===== config.mk =====
export PLATFORM = sky130hd
export DESIGN_NAME = error_supervisor_flat
export DESIGN_NICKNAME = d
export VERILOG_FILES = /design/src/rtl/error_supervisor_if.sv /design/src/rtl/error_supervisor.sv /design/src/flat_wrapper.sv
export SDC_FILE = /design/constraint.sdc
export NUM_CORES = 1
export LEC_CHECK = 0
export BUFFER_PORTS_ARGS = -buffer_cell sky130_fd_sc_hd__buf_2
export CORE_UTILIZATION = 58
export CTS_BUF_LIST = sky130_fd_sc_hd__clkbuf_2 sky130_fd_sc_hd__clkbuf_4 sky130_fd_sc_hd__clkbuf_8
export DETAILED_ROUTE_END_ITERATION = 7
export PLACE_DENSITY = 0.82
export SLEW_MARGIN = 30
export SYNTH_ARGS = -nofsm -noshare
export SYNTH_HDL_FRONTEND = slang
export SYNTH_SLANG_ARGS = --single-unit

===== constraint.sdc =====
create_clock -name iCLK -period 15.8 [get_ports iCLK]
set_clock_uncertainty 0.1 [all_clocks]
set_input_delay 3.16 -clock iCLK [delete_from_list [all_inputs] [get_ports iCLK]]
set_output_delay 3.16 -clock iCLK [all_outputs]
set_load 0.1 [all_outputs]

===== src/rtl/error_supervisor_if.sv =====
// error_supervisor_if: bundles the error strobes and the status/reset outputs
// of the per-channel error supervisor.
// Optional ERROR_SUPERVISOR_LIFETIME_EN adds the lifetime counter signals.
interface error_supervisor_if #(
    parameter int CH_NUM = 3,
    parameter int CNT_W  = 16
);
    logic [CH_NUM-1:0]       iERR;
    logic                    oRST_RECEIVER;
    logic [CH_NUM*CNT_W-1:0] oERR_CNT;
    logic [CH_NUM-1:0]       oTRIP_CH;
    logic [15:0]             oTRIP_CNT;
    logic                    oBUSY;
`ifdef ERROR_SUPERVISOR_LIFETIME_EN
    logic                    iCLR_LIFE;
    logic [CH_NUM*32-1:0]    oLIFE_CNT;

    modport master (output iERR, output iCLR_LIFE,
                    input oRST_RECEIVER, input oERR_CNT, input oTRIP_CH,
                    input oTRIP_CNT, input oBUSY, input oLIFE_CNT);
    modport slave  (input iERR, input iCLR_LIFE,
                    output oRST_RECEIVER, output oERR_CNT, output oTRIP_CH,
                    output oTRIP_CNT, output oBUSY, output oLIFE_CNT);
`else
    modport master (output iERR,
                    input oRST_RECEIVER, input oERR_CNT, input oTRIP_CH,
                    input oTRIP_CNT, input oBUSY);
    modport slave  (input iERR,
                    output oRST_RECEIVER, output oERR_CNT, output oTRIP_CH,
                    output oTRIP_CNT, output oBUSY);
`endif
endinterface


===== src/rtl/error_supervisor.sv =====
// error_supervisor: per-channel leaky error counters for the BLVDS receive
// path. When any channel exceeds ERR_NUM the receiver gets a RST_LEN-clock
// reset pulse followed by a HOLDOFF-clock quiet period, then monitoring
// resumes. Optional macro ERROR_SUPERVISOR_LIFETIME_EN adds per-channel 32-bit
// lifetime error counters that ignore trips and decay.
module error_supervisor #(
    parameter int CH_NUM  = 3,
    parameter int CNT_W   = 16,
    parameter int ERR_NUM = 5,
    parameter int RST_LEN = 8,
    parameter int HOLDOFF = 64,
    parameter int WIN_LEN = 1024
) (
    input  logic               iCLK,
    input  logic               iRST,
    error_supervisor_if.slave  bus
);
    localparam int TMR_MAX = (RST_LEN > HOLDOFF) ? RST_LEN : HOLDOFF;
    localparam int TMR_W   = (TMR_MAX > 1) ? $clog2(TMR_MAX) : 1;
    localparam int PS_W    = (WIN_LEN > 1) ? $clog2(WIN_LEN) : 1;

    localparam logic [TMR_W-1:0] PULSE_LOAD = TMR_W'(RST_LEN - 1);
    localparam logic [TMR_W-1:0] HOLD_LOAD  = TMR_W'(HOLDOFF - 1);
    localparam logic [PS_W-1:0]  PS_LAST    = PS_W'(WIN_LEN - 1);
    localparam logic [CNT_W-1:0] CNT_MAX    = {CNT_W{1'b1}};
    localparam logic [CNT_W-1:0] THRESH     = CNT_W'(ERR_NUM);

    typedef enum logic [1:0] {
        ST_MONITOR = 2'd0,
        ST_PULSE   = 2'd1,
        ST_HOLDOFF = 2'd2
    } state_t;

    state_t             r_state;
    logic [TMR_W-1:0]   r_timer;
    logic [PS_W-1:0]    r_ps;
    logic [CH_NUM-1:0]  r_err;
    logic [CNT_W-1:0]   r_cnt [CH_NUM];
    logic               r_rst_rx;
    logic               r_busy;
    logic [CH_NUM-1:0]  r_trip_ch;
    logic [15:0]        r_trip_cnt;

    logic               w_tick;
    logic [CH_NUM-1:0]  w_over;
    logic [CH_NUM*CNT_W-1:0] w_err_cnt;

    // Register the raw error strobes; all counting works from this copy.
    always_ff @(posedge iCLK) begin
        if (iRST) begin
            r_err <= '0;
        end else begin
            r_err <= bus.iERR;
        end
    end

    // Free-running decay prescaler; wraps after WIN_LEN clocks in every state.
    always_ff @(posedge iCLK) begin
        if (iRST) begin
            r_ps <= '0;
        end else if (WIN_LEN <= 1) begin
            r_ps <= '0;
        end else if (r_ps == PS_LAST) begin
            r_ps <= '0;
        end else begin
            r_ps <= r_ps + PS_W'(1);
        end
    end

    assign w_tick = (WIN_LEN != 0) && (r_ps == PS_LAST);

    // Per-channel over-threshold flags and packed counter view.
    always_comb begin
        w_over    = '0;
        w_err_cnt = '0;
        for (int n = 0; n < CH_NUM; n++) begin
            w_over[n]                 = (r_cnt[n] > THRESH);
            w_err_cnt[n*CNT_W +: CNT_W] = r_cnt[n];
        end
    end

    // Supervisor FSM: counting, trip capture, reset pulse and hold-off timing.
    always_ff @(posedge iCLK) begin
        if (iRST) begin
            r_state    <= ST_MONITOR;
            r_timer    <= '0;
            r_rst_rx   <= 1'b0;
            r_busy     <= 1'b0;
            r_trip_ch  <= '0;
            r_trip_cnt <= 16'd0;
            for (int n = 0; n < CH_NUM; n++) begin
                r_cnt[n] <= '0;
            end
        end else begin
            case (r_state)
                ST_MONITOR: begin
                    if (|w_over) begin
                        r_state   <= ST_PULSE;
                        r_rst_rx  <= 1'b1;
                        r_busy    <= 1'b1;
                        r_trip_ch <= w_over;
                        r_timer   <= PULSE_LOAD;
                        if (r_trip_cnt != 16'hFFFF) begin
                            r_trip_cnt <= r_trip_cnt + 16'd1;
                        end
                        for (int n = 0; n < CH_NUM; n++) begin
                            r_cnt[n] <= '0;
                        end
                    end else begin
                        // An error and a decay tick together cancel out.
                        for (int n = 0; n < CH_NUM; n++) begin
                            if (r_err[n] && !w_tick) begin
                                if (r_cnt[n] != CNT_MAX) begin
                                    r_cnt[n] <= r_cnt[n] + CNT_W'(1);
                                end
                            end else if (!r_err[n] && w_tick && (r_cnt[n] != '0)) begin
                                r_cnt[n] <= r_cnt[n] - CNT_W'(1);
                            end
                        end
                    end
                end
                ST_PULSE: begin
                    if (r_timer == '0) begin
                        r_rst_rx <= 1'b0;
                        if (HOLDOFF > 0) begin
                            r_state <= ST_HOLDOFF;
                            r_timer <= HOLD_LOAD;
                        end else begin
                            r_state <= ST_MONITOR;
                            r_busy  <= 1'b0;
                        end
                    end else begin
                        r_timer <= r_timer - TMR_W'(1);
                    end
                end
                ST_HOLDOFF: begin
                    if (r_timer == '0) begin
                        r_state <= ST_MONITOR;
                        r_busy  <= 1'b0;
                    end else begin
                        r_timer <= r_timer - TMR_W'(1);
                    end
                end
                default: begin
                    r_state  <= ST_MONITOR;
                    r_timer  <= '0;
                    r_rst_rx <= 1'b0;
                    r_busy   <= 1'b0;
                end
            endcase
        end
    end

    assign bus.oRST_RECEIVER = r_rst_rx;
    assign bus.oERR_CNT      = w_err_cnt;
    assign bus.oTRIP_CH      = r_trip_ch;
    assign bus.oTRIP_CNT     = r_trip_cnt;
    assign bus.oBUSY         = r_busy;

`ifdef ERROR_SUPERVISOR_LIFETIME_EN
    logic [31:0]          r_life [CH_NUM];
    logic [CH_NUM*32-1:0] w_life;

    // Lifetime counters: count every registered error in every state.
    always_ff @(posedge iCLK) begin
        if (iRST || bus.iCLR_LIFE) begin
            for (int n = 0; n < CH_NUM; n++) begin
                r_life[n] <= 32'd0;
            end
        end else begin
            for (int n = 0; n < CH_NUM; n++) begin
                if (r_err[n] && (r_life[n] != 32'hFFFF_FFFF)) begin
                    r_life[n] <= r_life[n] + 32'd1;
                end
            end
        end
    end

    // Pack lifetime counters for the output bus.
    always_comb begin
        w_life = '0;
        for (int n = 0; n < CH_NUM; n++) begin
            w_life[n*32 +: 32] = r_life[n];
        end
    end

    assign bus.oLIFE_CNT = w_life;
`endif

endmodule


===== src/flat_wrapper.sv =====
// flat-port wrapper written by rule: the top's interface ports become plain ports
module error_supervisor_flat 
#(
    parameter int CH_NUM  = 3,
    parameter int CNT_W   = 16,
    parameter int ERR_NUM = 5,
    parameter int RST_LEN = 8,
    parameter int HOLDOFF = 64,
    parameter int WIN_LEN = 1024
)
  (iCLK, iRST, bus_iERR, bus_oRST_RECEIVER, bus_oERR_CNT, bus_oTRIP_CH, bus_oTRIP_CNT, bus_oBUSY);
  error_supervisor_if #(.CH_NUM(CH_NUM), .CNT_W(CNT_W)) bus_i ();
  input  logic iCLK;
  input  logic iRST;
  input wire logic [$bits(bus_i.iERR)-1:0] bus_iERR;
  output wire logic [$bits(bus_i.oRST_RECEIVER)-1:0] bus_oRST_RECEIVER;
  output wire logic [$bits(bus_i.oERR_CNT)-1:0] bus_oERR_CNT;
  output wire logic [$bits(bus_i.oTRIP_CH)-1:0] bus_oTRIP_CH;
  output wire logic [$bits(bus_i.oTRIP_CNT)-1:0] bus_oTRIP_CNT;
  output wire logic [$bits(bus_i.oBUSY)-1:0] bus_oBUSY;
  assign bus_i.iERR = bus_iERR;
  assign bus_oRST_RECEIVER = bus_i.oRST_RECEIVER;
  assign bus_oERR_CNT = bus_i.oERR_CNT;
  assign bus_oTRIP_CH = bus_i.oTRIP_CH;
  assign bus_oTRIP_CNT = bus_i.oTRIP_CNT;
  assign bus_oBUSY = bus_i.oBUSY;
  error_supervisor #(.CH_NUM(CH_NUM), .CNT_W(CNT_W), .ERR_NUM(ERR_NUM), .RST_LEN(RST_LEN), .HOLDOFF(HOLDOFF), .WIN_LEN(WIN_LEN)) u_core (.iCLK(iCLK), .iRST(iRST), .bus(bus_i));
endmodule

==> impl_metrics.env, run 1 <==
export IMPL_status="finished, final reports clean"
export IMPL_portBuffers=73
export IMPL_holdWs_ns=0.4034
export IMPL_start_util_pct=59.43
export IMPL_leakage_nw=2.525
export IMPL_switchingPower_w=0.0002706
export IMPL_crit_top_cell="o21ai_0"
export IMPL_synth_edff_count=48
export IMPL_p_comb_share_pct=31.4
export IMPL_synthFlopType="edfxtp_1"
export IMPL_globalRouteOverflowTotal=0
export IMPL_slew_viol_final=0
export IMPL_mostFrequentLayoutCell="nor2_1"
export IMPL_power_w=0.0006497
export IMPL_path_buf_inv=2
export IMPL_cp_top_family="compound AO/OA/AOI/OAI gates"
export IMPL_root_buffer="clkbuf_8"
export IMPL_critPathKind="in2reg"
export IMPL_rsz0062_at_grt="false"
export IMPL_fin_area_sq_um=5842
export IMPL_syn_to_final_growth_pct=13.27
export IMPL_synthArstFlopShare_pct=0
export IMPL_gp_congestion=0.8493
export IMPL_hp_class="reg2reg"
export IMPL_end_kind="register"
export IMPL_htreeDepth=3
export IMPL_timing_final_crit_period_ns=6.404
export IMPL_ys_seq_elements=90
export IMPL_max_stage_delay_ns=0.56
export IMPL_internal_power_w=0.0003790
export IMPL_ant_nets=0
export IMPL_swShare_pct=41.66
export IMPL_cp_arrival_ns=6.41
export IMPL_reg2reg_slack_ns=10.70
export IMPL_cts_resized=0
export IMPL_grt_pass1_wl_microns=18200
export IMPL_antenna_found_initial=0
export IMPL_core_area_sq_um=8678
export IMPL_clk_pin_slew_ns=0.10
export IMPL_cts_setup_buffers=0
export IMPL_syn_area_sq_um=5157
export IMPL_drc=0
export IMPL_multi_input_area_sq_um=2741
export IMPL_final_nets=671
export IMPL_hold_violations=0
export IMPL_slew_headroom_pct=42.40
export IMPL_layout_common_cells="nor2_1 (100), buf_2 (73), edfxtp_1 (48)"
export IMPL_layout_drive_gt1_share_pct=16.43
export IMPL_fin_setup_tns_ns=0
export IMPL_synth_cells=554
export IMPL_power_frac_clock_pct=24.5
export IMPL_fmax_mhz=156.1
export IMPL_cts_buffers=9
export IMPL_cp_data_required_time_ns=15.81
export IMPL_ios=74
export IMPL_die_w_microns=96.30
export IMPL_finalSetupViolCount=0
export IMPL_grt_pass1_vias=4160
export IMPL_wirelength_microns=11420
export IMPL_register_area_sq_um=2282
export IMPL_cts_tree="done"
export IMPL_ys_seq_area_share_pct=44.25
export IMPL_dpl_hpwl_microns=8148
export IMPL_synth_nets=597
export IMPL_cellPowerDensity_nw_per_um2=111.2
export IMPL_ys_types=52
export IMPL_cp_slowest_cell="buf_2"
export IMPL_power_frac_seq_pct=44.1
export IMPL_cap_violations=0
export IMPL_finalCritPeriodShare_pct=40.53
export IMPL_yosys_warnings=0
export IMPL_crit_chain="buf_2 > nor4_2 > buf_4 > ha_1 > a2111oi_0 > o21ai_0 > a211oi_1 > o21ai_0 > o21a_1 > a311o_1 > xor2_1 > nor2_1"
export IMPL_cts_buffer_depth=2
export IMPL_wl_per_cell_microns=15.42
export IMPL_syn_area_per_cell_sq_um=9.309
export IMPL_die_y_microns=96.30
export IMPL_crit_fanout=39
export IMPL_place_area_sq_um=5648
export IMPL_vias=4408
export IMPL_grt_use_total_pct=24.98
export IMPL_cts_hold_buffers=0
export IMPL_viasPerCell=5.949
export IMPL_diodes=0
export IMPL_fp_dieArea_sq_um=9274
export IMPL_clock_sinks=90
export IMPL_fillers=698
export IMPL_dr_pass1_iters=5
export IMPL_grt_max_degree=40
export IMPL_rows=34
export IMPL_irDropWorstVdd_v=0.00005866
export IMPL_drt_iter0_markers=222
export IMPL_clkLatencyLatePin_ns=0.36
export IMPL_worstMarginPinSlew_ns=0.8567
export IMPL_worst_setup_path_start_kind="input pin"
export IMPL_fin_util_pct=67.32
## metrics by stage
| stage | setup slack [ns] | cells |
|---|---|---|
| 6_report | 9.396 | 741 |
| 5_1_grt | 9.220 | 741 |
| 4_1_cts | 9.437 | 741 |
| 3_5_place_dp | 9.046 | 725 |
| 3_3_place_gp | 9.135 | 725 |
| 2_1_floorplan | 8.488 | 554 |
## worst register-to-register path: stages (launching register included)
cell	delay, ns
edfxtp_1	0.44
nor3_1	0.35
nand4_1	0.23
a21o_1	0.28
or4_4	0.66
nor4_2	0.24
buf_4	0.26
ha_1	0.32
a2111oi_0	0.39
o21ai_0	0.22
a211oi_1	0.35
o21ai_0	0.20
o21a_1	0.23
a311o_1	0.36
xor2_1	0.16
nor2_1	0.05
## power groups by stage
stage                     Clock, W  Sequential (W)  Combinational [W]
final                     0.000159        0.000287           0.000204
after global routing      0.000169        0.000290           0.000216
after CTS                 0.000161        0.000286           0.000204
after detailed placement         0        0.000292           0.000203
after global placement           0        0.000290           0.000199
after floorplan                  0        0.000399          0.0000600
## metal layers
metal	track usage [%]	up-vias	routed length [microns]
met2	43.50	106	5866
met1	31.75	2119	5050
li1	-	2169	-
met4	9.191	0	129
met5	0	-	0
met3	3.002	14	377
## final timing paths
| path | depth (start not counted) | to | startpoint |
|---|---|---|---|
| setup / recovery | 12 | u_core.r_cnt[1][15]$_SDFFCE_PN0P_ | iRST |
| hold / removal | 1 | u_core.r_ps[0]$_SDFF_PP0_ | u_core.r_ps[0]$_SDFF_PP0_ |
| setup reg to reg | 15 | u_core.r_cnt[1][15]$_SDFFCE_PN0P_ | u_core.r_cnt[0][6]$_SDFFCE_PN0P_ |
| hold reg to reg | 1 | u_core.r_ps[0]$_SDFF_PP0_ | u_core.r_ps[0]$_SDFF_PP0_ |
## kinds of logic (layout without fill, tap and decap cells)
family                   after synthesis  in the layout  share of synthesized area [%]
adder cells (fa/ha/maj)               38             38                          9.510
AND/OR/NAND/NOR                      239            239                          22.66
XOR/XNOR                              40             40                          6.793
multiplexers                           3              3                         0.5823
flip-flops                            90             90                          44.25
AO/OA/AOI/OAI                        107            107                          13.37
buffers and inverters                 37            116                          2.838
## synthesized netlist by cell type (3+ instances only)
| library cell | n | area (sq um) |
|---|---|---|
| a21oi_1 | 33 | 165.2 |
| a211oi_1 | 9 | 67.56 |
| a21o_1 | 6 | 45.04 |
| nor4_1 | 9 | 56.30 |
| nand3_1 | 19 | 95.09 |
| clkbuf_1 | 15 | 56.30 |
| nor2b_1 | 10 | 62.56 |
| nand4_1 | 7 | 43.79 |
| ha_1 | 36 | 450.4 |
| xnor2_1 | 14 | 122.6 |
| o21a_1 | 8 | 60.06 |
| nand2_1 | 24 | 90.09 |
| o21ai_0 | 22 | 110.1 |
| mux2i_1 | 3 | 30.03 |
| xor2_1 | 26 | 227.7 |
| a31oi_1 | 4 | 25.02 |
| edfxtp_1 | 48 | 1441 |
| or2_2 | 3 | 18.77 |
| o211ai_1 | 4 | 30.03 |
| dfxtp_1 | 42 | 840.8 |
| inv_1 | 21 | 78.83 |
| nand2b_1 | 4 | 25.02 |
| and3_1 | 9 | 56.30 |
| nor2_1 | 100 | 375.4 |
| and4_1 | 6 | 52.55 |
| nand3b_1 | 3 | 22.52 |
| nor3_1 | 31 | 155.2 |
## state kept, by name, indices dropped and copies added (netlist names)
signal	cells
u_core.bus.oTRIP_CNT	16
u_core.r_state	2
u_core.bus.oTRIP_CH	3
u_core.r_cnt	48
u_core.r_ps	10
u_core.bus.oRST_RECEIVER	1
u_core.bus.oBUSY	1
u_core.r_err	3
u_core.r_timer	6
## area by class of cell
cell class                      count  area share, %
Multi-Input combinational cell    427          46.93
Clock buffer                        9          2.120
Inverter                           21          1.349
Tap cell                          108          2.313
Timing Repair Buffer               79          7.025
Sequential cell                    90          39.07
Clock inverter                      7          1.199
Note: power is estimated with default switching activity, not from simulation.
==> run 2, diff against run 1 <==
==> constraint.sdc (replaced) <==
create_clock -name iCLK -period 6.5 [get_ports iCLK]
set_clock_uncertainty 0.1 [all_clocks]
set_input_delay 1.3 -clock iCLK [delete_from_list [all_inputs] [get_ports iCLK]]
set_output_delay 1.3 -clock iCLK [all_outputs]
set_load 0.1 [all_outputs]
==> run 2 against run 1 <==
Effect of this change:
- first-iteration DRC count fell by 22%
- final area rose by 0.62%
- hold slack got worse by 0.010 ns
- sequential cell count did not move
- setup slack got worse by 7.9 ns
- sequential power rose by 140%
- cell count fell by 0.13%
- utilization rose by 0.42 points
- die area did not move
- critical endpoint unchanged
- largest power group unchanged
==> impl_metrics.env, run 2 (synthesized netlist as in run 1, its figures left out) <==
export IMPL_status="finished, final reports clean"
export IMPL_final_cells=740
export IMPL_hold_violations=0
export IMPL_layout_common_cells="nor2_1 (100), buf_2 (73), edfxtp_1 (48)"
export IMPL_die_w_microns=96.30
export IMPL_wirelength_microns=11550
export IMPL_reg2reg_depth=15
export IMPL_cp_arrival_ns=5.05
export IMPL_diodes=0
export IMPL_startpoint="u_core.r_cnt[0][9]$_SDFFCE_PN0P_"
export IMPL_ios=74
export IMPL_fin_util_pct=67.73
export IMPL_antenna_found_initial=0
export IMPL_root_buffer="clkbuf_8"
export IMPL_cts_buffers=9
export IMPL_rsz0062_at_grt="false"
export IMPL_grt_max_degree=40
export IMPL_cts_setup_buffers=0
export IMPL_place_area_sq_um=5642
export IMPL_rows=34
export IMPL_viasPerCell=5.962
export IMPL_fin_area_sq_um=5878
export IMPL_irDropWorstVdd_v=0.0001375
export IMPL_grt_pass1_wl_microns=18560
export IMPL_fp_dieArea_sq_um=9274
export IMPL_placed_cells=724
export IMPL_dr_pass1_iters=5
export IMPL_syn_to_final_growth_pct=13.97
export IMPL_worst_setup_path_start_kind="register"
export IMPL_slew_viol_final=0
export IMPL_cp_data_required_time_ns=6.50
export IMPL_wl_per_cell_microns=15.61
export IMPL_cts_resized=0
export IMPL_fmax_mhz=198.1
export IMPL_drc=0
export IMPL_endpoint="u_core.r_cnt[1][15]$_SDFFCE_PN0P_"
export IMPL_reg2reg_from="u_core.r_cnt[0][9]$_SDFFCE_PN0P_"
export IMPL_grt_pass1_vias=4122
export IMPL_globalRouteOverflowTotal=0
export IMPL_mostFrequentLayoutCell="nor2_1"
export IMPL_start_util_pct=59.43
export IMPL_crit_fanout=16
export IMPL_power_w=0.001642
export IMPL_worstMarginPinSlew_ns=0.8344
export IMPL_vias=4412
export IMPL_htreeDepth=3
export IMPL_clk_pin_slew_ns=0.09
export IMPL_largest_register_ffs=48
export IMPL_dpl_hpwl_microns=8171
export IMPL_slew_headroom_pct=43.90
export IMPL_largest_register="u_core.r_cnt"
export IMPL_finalSetupViolCount=0
export IMPL_reg2reg_to="u_core.r_cnt[1][15]$_SDFFCE_PN0P_"
export IMPL_gp_congestion=0.8277
export IMPL_cellPowerDensity_nw_per_um2=279.3
export IMPL_grt_use_total_pct=25.88
export IMPL_leakage_nw=2.545
export IMPL_layout_drive_gt1_share_pct=16.46
export IMPL_cts_buffer_depth=2
export IMPL_critPathKind="reg2reg"
export IMPL_drt_iter0_markers=173
export IMPL_cts_hold_buffers=0
export IMPL_portBuffers=73
export IMPL_final_nets=670
export IMPL_die_y_microns=96.30
export IMPL_fin_setup_tns_ns=0
export IMPL_cts_tree="done"
export IMPL_hp_class="reg2reg"
export IMPL_clock_sinks=90
export IMPL_reg2reg_slack_ns=1.45
export IMPL_end_kind="register"
export IMPL_ant_nets=0
export IMPL_finalCritPeriodShare_pct=77.66
export IMPL_clkLatencyLatePin_ns=0.37
export IMPL_cap_violations=0
export IMPL_core_area_sq_um=8678
export IMPL_timing_final_crit_period_ns=5.048
[run 2: cell type report]
type,instances,area (sq um)
Clock buffer,12,165.2
Clock inverter,4,71.32
Fill cell,704,2800
Inverter,21,78.83
Multi-Input combinational cell,427,2743
Sequential cell,90,2282
Tap cell,108,135.1
Timing Repair Buffer,78,402.9
[run 2: worst max-delay path, stage by stage, from the launching register on]
cell and delay (ns):
edfxtp_1 0.42, nor4_1 0.42, nand4_1 0.22, a21o_1 0.25, or4_4 0.63, nor4_2 0.23
buf_4 0.26, ha_1 0.32, a2111oi_0 0.40, o21ai_0 0.21, a211oi_1 0.34, o21ai_0 0.19
o21a_1 0.21, a311o_1 0.36, xor2_1 0.15, nor2_1 0.05
[run 2: how the worst min path moves through the flow]
stage	cells past startpoint	slack, ns	to	start
floorplan	1	0.35	u_core.r_ps[0]$_SDFF_PP0_	u_core.r_ps[0]$_SDFF_PP0_
global placement	2	0.37	u_core.bus.oBUSY$_SDFFE_PP0P_	u_core.bus.oBUSY$_SDFFE_PP0P_
detailed placement	2	0.38	u_core.bus.oBUSY$_SDFFE_PP0P_	u_core.bus.oBUSY$_SDFFE_PP0P_
CTS	2	0.39	u_core.bus.oBUSY$_SDFFE_PP0P_	u_core.bus.oBUSY$_SDFFE_PP0P_
global route	1	0.44	u_core.r_ps[0]$_SDFF_PP0_	u_core.r_ps[0]$_SDFF_PP0_
finish	2	0.39	u_core.bus.oBUSY$_SDFFE_PP0P_	u_core.bus.oBUSY$_SDFFE_PP0P_
[run 2: stage by stage]
| step | hold slack [ns] | worst slack (ns) |
|---|---|---|
| final | 0.3932 | 1.452 |
| after global routing | 0.4354 | 1.157 |
| after CTS | 0.3929 | 1.482 |
| after detailed placement | 0.3751 | 1.624 |
| after global placement | 0.3677 | 1.649 |
| after floorplan | 0.3531 | 0.3091 |
[run 2: power breakdown]
part / switching, W / leakage [nW] / internal (W) / total [W]
registers: 0.0000468 / 0.889 / 0.000649 / 0.000696
logic: 0.000402 / 1.53 / 0.0000956 / 0.000498
clock network: 0.000201 / 0.123 / 0.000248 / 0.000449
total: 0.000650 / 2.55 / 0.000992 / 0.00164
[run 2: metal layers]
metal  routed length (microns)  vias to the layer above  share of wire, %  GRT usage, %
li1                          -                     2157                 -             -
met1                      4943                     2131                43         32.18
met2                      5841                       99                51         45.27
met3                       510                       25               4.4         3.791
met4                       252                        0               2.2         9.926
met5                         0                        -                 0             0
